File: config.mk
export PLATFORM = sky130hd
export DESIGN_NAME = pipeline_ctrl
export DESIGN_NICKNAME = d
export VERILOG_FILES = /design/src/rtl/pipeline_ctrl.sv
export SDC_FILE = /design/constraint.sdc
export NUM_CORES = 1
export LEC_CHECK = 0
export CAP_MARGIN = 20
export CORE_MARGIN = 4
export CORE_UTILIZATION = 26
export DETAILED_ROUTE_END_ITERATION = 8
export GPL_TIMING_DRIVEN = 0
export PLACE_DENSITY_LB_ADDON = 0.2
export SKIP_LAST_GASP = 1
export SYNTH_ARGS = -nofsm -noshare
export SYNTH_HDL_FRONTEND = slang
export SYNTH_SLANG_ARGS = --single-unit
File: constraint.sdc
create_clock -name clk -period 1.6 [get_ports clk]
set_input_delay 0.32 -clock clk [delete_from_list [all_inputs] [get_ports clk]]
set_output_delay 0.32 -clock clk [all_outputs]
set_load 0.005 [all_outputs]
File: src/rtl/pipeline_ctrl.sv
// rtl/pipeline_ctrl.sv - 5-stage pipeline stall/flush scheduler with memory-wait watchdog
// Optional feature macro: PIPE_PERF_CNT_EN (stall-cycle and redirect counters).
module pipeline_ctrl #(
  parameter int TIMEOUT = 255,
  parameter int CNT_W   = 8,
  parameter int PERF_W  = 32
) (
  input  logic              clk,
  input  logic              rst,
  input  logic              id_stall_req,
  input  logic              mem_req,
  input  logic              mem_ack,
  input  logic              br_taken_i,
  input  logic [31:0]       br_target_i,
  output logic [4:0]        stall_o,
  output logic [4:0]        flush_o,
  output logic              pc_redirect_o,
  output logic [31:0]       pc_target_o,
  output logic              mem_abort_o,
  output logic [PERF_W-1:0] stall_cycles_o,
  output logic [PERF_W-1:0] flush_cnt_o
);

  typedef enum logic [1:0] {
    IDLE     = 2'd0,
    MEM_WAIT = 2'd1,
    ABORT    = 2'd2
  } state_t;

  localparam logic [4:0] STALL_MEM = 5'b01111;
  localparam logic [4:0] STALL_LU  = 5'b00011;
  localparam logic [4:0] FLUSH_BR  = 5'b00011;
  localparam logic [4:0] FLUSH_MEM = 5'b01000;

  state_t           state;
  logic [CNT_W-1:0] wdog;
  logic             mem_stall;

  // Memory wait state and watchdog; the watchdog is cleared whenever MEM_WAIT is left,
  // so it can never count past TIMEOUT.
  always_ff @(posedge clk or negedge rst) begin
    if (!rst) begin
      state <= IDLE;
      wdog  <= '0;
    end else begin
      case (state)
        IDLE: begin
          if (mem_req && !mem_ack) begin
            state <= MEM_WAIT;
            wdog  <= CNT_W'(1);
          end
        end
        MEM_WAIT: begin
          if (mem_ack) begin
            state <= IDLE;
            wdog  <= '0;
          end else if (wdog == CNT_W'(TIMEOUT)) begin
            state <= ABORT;
            wdog  <= '0;
          end else begin
            wdog <= wdog + CNT_W'(1);
          end
        end
        ABORT: begin
          state <= IDLE;
          wdog  <= '0;
        end
        default: begin
          state <= IDLE;
          wdog  <= '0;
        end
      endcase
    end
  end

  // Merge hazards with priority memory stall > branch redirect > load-use stall.
  // Outputs are forced low while reset is asserted so they drop asynchronously.
  always_comb begin
    mem_stall     = 1'b0;
    stall_o       = '0;
    flush_o       = '0;
    pc_redirect_o = 1'b0;
    pc_target_o   = '0;
    mem_abort_o   = 1'b0;
    if (rst) begin
      case (state)
        IDLE:     mem_stall = mem_req && !mem_ack;
        MEM_WAIT: mem_stall = !mem_ack;
        default:  mem_stall = 1'b0;
      endcase
      if (state == ABORT) begin
        mem_abort_o = 1'b1;
        flush_o     = FLUSH_MEM;
      end
      if (mem_stall) begin
        stall_o = STALL_MEM;
      end else if (br_taken_i) begin
        // The instruction raising a load-use hazard is flushed, so its stall is moot.
        pc_redirect_o = 1'b1;
        pc_target_o   = br_target_i;
        flush_o       = flush_o | FLUSH_BR;
      end else if (id_stall_req && state != ABORT) begin
        stall_o = STALL_LU;
      end
    end
  end

`ifdef PIPE_PERF_CNT_EN
  logic [PERF_W-1:0] stall_cnt;
  logic [PERF_W-1:0] flush_cnt;

  // Free-running performance counters, wrapping naturally at 2^PERF_W.
  always_ff @(posedge clk or negedge rst) begin
    if (!rst) begin
      stall_cnt <= '0;
      flush_cnt <= '0;
    end else begin
      if (stall_o != 5'b0) stall_cnt <= stall_cnt + PERF_W'(1);
      if (pc_redirect_o)   flush_cnt <= flush_cnt + PERF_W'(1);
    end
  end

  assign stall_cycles_o = stall_cnt;
  assign flush_cnt_o    = flush_cnt;
`else
  assign stall_cycles_o = '0;
  assign flush_cnt_o    = '0;
`endif

endmodule

# Word level (Yosys, flattened, before mapping)
# Index checks and enable logic that the tools add are counted.
# totals
wordCells	40
inputBits	38
reg_bits	10
out_inout_bits	108
# classes
n_eq_ne	6
addsub	1
reduce_logical	5
mux	26
# op_table
operator	count
$mux 32	3
$mux 8	3
$mux 4	4
$pmux 8 s2	1
$mux 2	7
$add 8x1->8 const B	1
$eq 8x8->1 const B	1
$mux 1	6
$ne 2x2->1 const B	2
$pmux 2 s2	1
$ne 3x3->1 const B	1
$eq 2x1->1 const B	1
$eq 2x2->1 const B	1
$logic_and 1x1->1	2
$logic_not 2->1	1
$pmux 1 s2	1
$reduce_and 2->1	1
$logic_not 1->1	1

# Depth between registers and ports, before layout
# depth
word_depth	6
depth_mapped	6
ltp_nobuf	5

# Worst setup path before layout
# No wires, ideal clock.
# synth_timing
kind	register to output
start	reg state[1]
end	out pc_target_o[22]
t_required_ns	1.280
setup_slack_ns	0.021
path_stages_with_launch	7
n_path_buf	2
t_arrival_ns	1.259
cell_sequence	dfrtp_1 -> buf_2 -> nor2_1 -> o21ai_1 -> and3_1 -> buf_2 -> and2_1
# synth_via
elab_chain_len	5
word_cells_on_any_way	6
cone_classes	eq/ne (1); mux (4); reduce/logical (1)
# synth_lines
item	line	text
from (decl)	35	state_t state;
from (signal assigned)	43	state <= IDLE;
from (signal assigned)	49	state <= MEM_WAIT;
from (signal assigned)	55	state <= IDLE;
$eq 2x1->1 or $logic_not 2->1 (tied branches)	86	case (state)
$pmux 1 s2 *	86	
$mux 1 *	85	if (rst) begin
$mux 32 *	95	if (mem_stall) begin
$mux 32 *	85	
to (decl)	18	output logic [31:0] pc_target_o,
# Every way passes the cells marked *; elsewhere a longest branch is shown, timed or not. The select of a mux whose other input is x is not followed.

# Final worst setup path
# Same ends and word-level chain as after synthesis.

==> impl_summary.txt <==
----------------------------------------------------
[Synth]
  Fraction of synthesized cell area taken by the top area cell type ... 0.396
  Synthesized flop and latch total ... 10
  Xor-xnor portion of the synthesized cell area ... 0.0128
  Synth cell types ... 34
  Cell type contributing the most total cell area after synthesis ... buf_4
  Register area share after synthesis ... 0.183
  Main combinational cell family by area after synthesis ... buffers and inverters
  Mean Syn Cell Area ... 7.67 sq um
  Netlist Area Pre-Place ... 1370 sq um
  Cells after Synth ... 178
  Share of synthesized cell area in full adder, half adder and majority cells ... 0.00917
  Complex-gate fraction of the synthesized area ... 0.0834
  Multiplexer area fraction after synthesis ... 0.00733
  Synth area leaders ... buf_4 (40%), dfrtp_1 (18%), and2_1 (15%)
  Simple-Gate Fraction of Synth Area ... 0.279
  Yosys synthesis warning count ... 0

[Critical path]
  Worst setup path class ... flop to output port
  Peak per-stage delay on the critical path ... 0.42 ns
  Ordered list of cells on the worst path ... nor2_4 -> o21ai_4 -> and3_4 -> buf_6 -> buf_6 -> and2_1 -> buf_2
  Capturing element type of the critical path ... output port
  Arrival time of data at the critical path endpoint ... 1.58 ns
  Required time at the worst-slack endpoint ... 1.28 ns
  Startpoint type of the worst setup path ... flop
  Maximum net fanout on the critical path ... 8
  Cell seen most often among critical-path stages ... buf_6
  Critical path's slowest cell ... dfrtp_2

[Placement]
  Detailed Place HPWL ... 3.50 mm
  Post-DP Area ... 2480 sq um
  Routability congestion estimate ... 0.742
  Post-Place Worst Slack ... -1.29 ns
  Count of buffers inserted at the top-level ports ... 78

[Power and ir drop]
  Proportion of power drawn by flip-flops and latches ... 0.257
  Largest vdd supply drop ... 0.378 mV
  Switching power as a share of total power ... 0.284
  Leakage ... 1.54 nW
  Power density over the cells ... 395 nW/um^2
  Combinational Power Share ... 0.504
  Design internal power ... 0.000798 W
  Clock network power share ... 0.239
  Net Sw Power ... 0.000317 W

[Clock tree]
  Clock net sink count ... 10
  Depth of the CTS H-tree ... 1
  Clock Latency Late Sink ... 0.24 ns
  Clock tree from TritonCTS ... built
  Clock edge transition at the registers on the reported setup and hold paths ... 0.05 ns
  Maximum count of clock buffers along a single path ... 2
  Number of buffers added by the clock tree synthesis step ... 3
  Root buffer cell ... clkbuf_8

[Min path]
  Min-delay worst type ... input pin to flop

[Timing]
  Highest clock frequency the design can meet ... 527 MHz
  Slew Viols, Final ... 0
  Hold violation count in the final report ... 0
  Number of setup violations in the final report ... 38
  Final Critical Period ... 1.90 ns
  Worst-margin pin slew ... 0.510 ns
  Worst max-slew margin expressed relative to the limit ... 0.659
  Final period util ... 1.19
  Setup skew after layout ... 0.00157 ns
  Setup repair after global routing missed its margin ... yes
  Minimum setup slack in the final design ... -0.296 ns

[Routing]
  Wirelength, routed ... 4.70 mm
  DR iter-0 viols ... 28
  Vias per inst ... 3.64
  Drt pass-1 iters ... 4
  Remaining antenna violation count ... 0
  Number of remaining DRC errors ... 0
  Detailed-route via count ... 1488
  Avg WL per Cell ... 11.5 um

[Die]
  Horiz. Die Dim ... 80.5 um
  Height of the die ... 80.5 um
  Core Box Area ... 5110 sq um
  Die area ... 6470 sq um
  I/O Pins ... 146
  Placement Rows ... 26
  Initial core utilization ... 0.267

[Global route]
  Largest net degree at the start of global routing ... 15
  Via count of the first global-routing pass ... 1205
  Global-route wire length before repair ... 6.07 mm
  Congestion Overflow GR ... 0
  Total global routing track utilization ... 0.119
  Number of antenna violations at the first check in global routing ... 0

[Final layout]
  Final non-filler cell area ... 2820 sq um
  Share of final-layout standard cells stronger than drive strength 1 ... 0.507
  Filler Cells Inserted ... 469
  Synth-to-Final Area Change ... 107%
  Diode insertion count for antenna repair ... 0
  Number of nets in the layout ... 380

[Outcome]
  Status ... finished with violations
  Violations in the final reports ... setup timing

[Flow run]
  Number of max-cap violations ... 0

----------------------------------------------------
[stage by stage]
step	cells	hold WS, ns	power (W)	setup TNS [ns]	util
global placement	392	0.505	0.000748	-47.98	0.486
global route	409	0.486	0.00120	-10.30	0.553
floorplan	244	0.0244	0.000555	0	-
finish	409	0.483	0.00112	-8.11	0.553
detailed placement	392	0.515	0.000754	-48.40	0.486
CTS	409	0.0683	0.00108	-9.15	0.519
[synthesized netlist by cell type]
| master | n |
|---|---|
| a21oi_1 | 3 |
| inv_1 | 2 |
| nor3_1 | 1 |
| a21o_4 | 1 |
| ha_1 | 1 |
| buf_4 | 72 |
| and3_1 | 2 |
| o221a_2 | 1 |
| conb_1 | 1 |
| o21bai_1 | 1 |
| nor2_1 | 11 |
| o21ai_0 | 7 |
| nor3_2 | 1 |
| xnor2_1 | 1 |
| nand2_1 | 8 |
| nor2b_1 | 2 |
| clkbuf_1 | 2 |
| and4_1 | 1 |
| dfrtp_1 | 10 |
| nand2b_1 | 2 |
| or3b_4 | 1 |
| buf_2 | 2 |
| and2_1 | 32 |
| mux2i_1 | 1 |
| xor2_1 | 1 |
| buf_6 | 1 |
| o41ai_1 | 1 |
| a211o_1 | 1 |
| nor4_1 | 1 |
| nand4_1 | 2 |
| o21ai_1 | 1 |
| a21o_1 | 1 |
| nand3b_1 | 1 |
| nand3_1 | 2 |
[critical path: cells and delay by family (launching register included)]
family,cells,cell delay (ns)
simple gates,3,0.45
flops,1,0.42
buf+inv,3,0.38
compound gates,1,0.07
[power groups by stage]
| stage | clock network [W] | registers, W | logic, W |
|---|---|---|---|
| 2_1_floorplan | 0 | 0.000285 | 0.000270 |
| 3_3_place_gp | 0 | 0.000286 | 0.000461 |
| 3_5_place_dp | 0 | 0.000288 | 0.000466 |
| 4_1_cts | 0.000281 | 0.000284 | 0.000510 |
| 5_1_grt | 0.000299 | 0.000288 | 0.000612 |
| 6_report | 0.000267 | 0.000286 | 0.000563 |
[cell usage in the layout (no fill, tap or decap), types with 2 or more instances in the layout]
cell	netlist	routed
a21oi_1	3	3
clkdlybuf4s15_2	0	4
buf_6	1	42
nor2_1	11	8
buf_4	72	74
clkbuf_8	0	3
nand4_1	2	2
nor2_4	0	3
nand3_1	2	2
and2_1	32	6
conb_1	1	67
nand2_1	8	8
buf_8	0	3
nor3_2	1	2
buf_2	2	7
o21ai_0	7	7
dfrtp_1	10	9
dlygate4sd2_1	0	5
clkdlybuf4s50_1	0	32
and2_4	0	26
nand2b_1	2	2
inv_1	2	2
[logic make-up (layout without fill, tap and decap cells)]
logic type,after synthesis,after routing
AOI/OAI and AO/OA,17,17
xor gates and xnor gates,2,2
adders and majority gates,1,1
buffers and inverters,79,174
DFF,10,10
muxes,1,1
other,1,67
and+or+nand+nor,67,67
[path summary, 6_finish.rpt]
path,from,end,slack [ns],cells after the start
worst max register to register,state[0],wdog[7],0.03,5
min in group asynchronous,rst,wdog[1],0.67,2
worst max-delay path,state[1],pc_target_o[22],-0.30,7
max in group asynchronous,rst,state[1],0.56,2
worst min-delay path,mem_ack,state[0],0.48,2
worst min register to register,wdog[0],wdog[0],0.52,1
[final cells by class]
cell class / count / area [sq um] / area share
Buffer: 74 / 578 / 0.205
Clock buffer: 3 / 41.3 / 0.0146
Inverter: 2 / 7.51 / 0.00266
Multi-Input combinational cell: 155 / 902 / 0.320
Sequential cell: 10 / 251 / 0.0891
Tap cell: 70 / 87.6 / 0.0310
Timing Repair Buffer: 95 / 955 / 0.338
[repair_timing]
action                                  in CTS  in global routing
gates resized for setup                    212                 48
hold endpoints to repair                     0                 10
pin swaps                                   31                  7
gates cloned                                 2                  0
hold buffers                                 0                  1
endpoints found under the setup margin      43                 43
setup buffers                               14                  1
[layer usage]
metal,share of wire,wire [um],GRT usage
met2,0.53,2490,0.221
met5,0,0,0
met1,0.36,1670,0.129
met4,0.0077,36,0.0304
met3,0.11,509,0.0392
[sequential cells by signal, indices dropped and copies added (netlist names)]
name / flops
state: 2
wdog: 8
Power figures use the tool's default switching activity.
==> RTL change (same flow settings) <==
Encoding of `state_t`: now one-hot (3 bits for 3 states).
--- a/src/rtl/pipeline_ctrl.sv
+++ b/src/rtl/pipeline_ctrl.sv
@@ -21,10 +21,10 @@
   output logic [PERF_W-1:0] flush_cnt_o
 );
 
-  typedef enum logic [1:0] {
-    IDLE     = 2'd0,
-    MEM_WAIT = 2'd1,
-    ABORT    = 2'd2
+  typedef enum logic [2:0] {
+    IDLE     = 3'b001,
+    MEM_WAIT = 3'b010,
+    ABORT    = 3'b100
   } state_t;
 
   localparam logic [4:0] STALL_MEM = 5'b01111;
Function: no difference found for any inputs over 10 cycles, from zero or initial values and one cycle with rst low; not proved beyond that.
==> RTL change against the original RTL <==
  * The flow still finishes with violations (negative setup slack)
  * Non-clock buffer count shrank 1
  * Combinational power shrank 5.9%
  * Final area shrank 0.62%
  * Setup slack lost 340 ps
  * Sequential share of layout area grew 0.99 points
  * Register-to-register slack lost 50 ps
  * Power grew 0.63%
  * Area after synthesis grew 3.8%
  * Global-route usage grew 1.3 points
  * Routed wire length grew 2.4%
  * Cell count shrank 0.49%
  * Sequential cell count grew 1
  * Hold slack lost 380 ps
  * Critical path depth grew 1
  * Largest cell class unchanged
  * Largest power group unchanged
==> RTL change: results (changes against the original RTL) <==
Timing
  • Final setup fails: 42 (+11%)
  • Skew final: 3.84 ps (+2.27 ps)
  • FMAX: 448 MHz (-15%)
  • Final hold slack: 100 ps (-383 ps)
  • Setup ws final: -633 ps (-337 ps)
  • TNS Setup: -21530 ps (-13420 ps)

Yosys
  • Synthesized netlist cell count: 175 (-1.7%)
  • Adder-Cell Fraction of Synth Area: 0.883% (-0.034 points)
  • Post-synthesis mux area share: 0% (-0.73 points)
  • Synth Area in Compound Gates: 10.4% (+2.1 points)
  • Synth area leaders: buf_4, dfrtp_1, and2_1
  • Post-Synth XOR/XNOR Area: 0% (-1.3 points)

Power and ir drop
  • LEAKAGE: 1.51 nW (-1.9%)
  • Worst IR Drop VDD: 0.421 mV (+11%)

Cells and area
  • Final net count: 377 (-0.79%)
  • Top Registers: wdog: 8 flops, state: 3 flops
  • Layout cell share with drive strength beyond 1: 50.1% (-0.59 points)

Critical path
  • R2R cell count: 6 (+1)
  • Setup crit start: state[0]
  • Crit-path leading delay family: flip-flops
  • Reg2reg end: wdog[5]
  • Critical path peak fanout: 7 (-1)
  • CP peak stage delay: 540 ps (+120 ps)
  • CP max-delay cell: dfstp_2
  • R2R setup slack: -20 ps (-50 ps)
  • Worst setup path end: pc_target_o[24]

Outcome
  • Status: finished, violations left
  • Failing checks: negative setup slack

Route
  • DR iter-0 viols: 15 (-46%)
  • WL met2: 2.55 mm (+2.5%)
  • Post-Route WL: 4.82 mm (+2.4%)
  • Vias per Instance: 3.54 (-2.8%)
  • M1 wire length: 1.64 mm (-1.8%)
  • WL met3: 572 um (+12%)

CTS
  • Post-CTS setup buffers: 20 (+6)
  • Post-cts resize count: 187 (-12%)

GRT
  • Met3 usage in global routing: 4.28% (+0.35 points)
  • First-pass GRT wire length: 6.65 mm (+9.5%)
  • Met2 usage: 24.7% (+2.6 points)

Placed design
  • Post-DP HPWL: 3.93 mm (+12%)
  • Placed Area: 2610 um^2 (+5.0%)

Min path
  • Hold crit path type: in2async
-- RTL change: cell types whose count changed after synthesis, moves of 2 or more --
cell	before	now
clkbuf_1	2	0
nor2_1	11	5
buf_6	1	3
nor2b_1	2	0
and2_1	32	34
a32o_1	0	2
nor3b_1	0	3
o21ai_0	7	11
o21a_1	0	2
nand2_1	8	4
-- RTL change: worst reg2reg max path, delay by kind of cell, from the launching register on --
family,cells,cell delay (ps)
buffers and inverters,2,310
DFF,1,370
and+or+nand+nor,2,720
AOI/OAI and AO/OA,2,140
-- RTL change: power breakdown --
group | internal, mW | switching [mW]
registers | 0.289 | 0.0110
clock network | 0.176 | 0.116
logic | 0.353 | 0.177
-- RTL change: cell type report --
cell class                      count  area, um^2
Sequential cell                    11         278
Fill cell                         479        2400
Timing Repair Buffer               93         917
Clock buffer                        4        45.0
Inverter                            3        11.3
Multi-Input combinational cell    151         881
Buffer                             75         586
Tap cell                           70        87.6
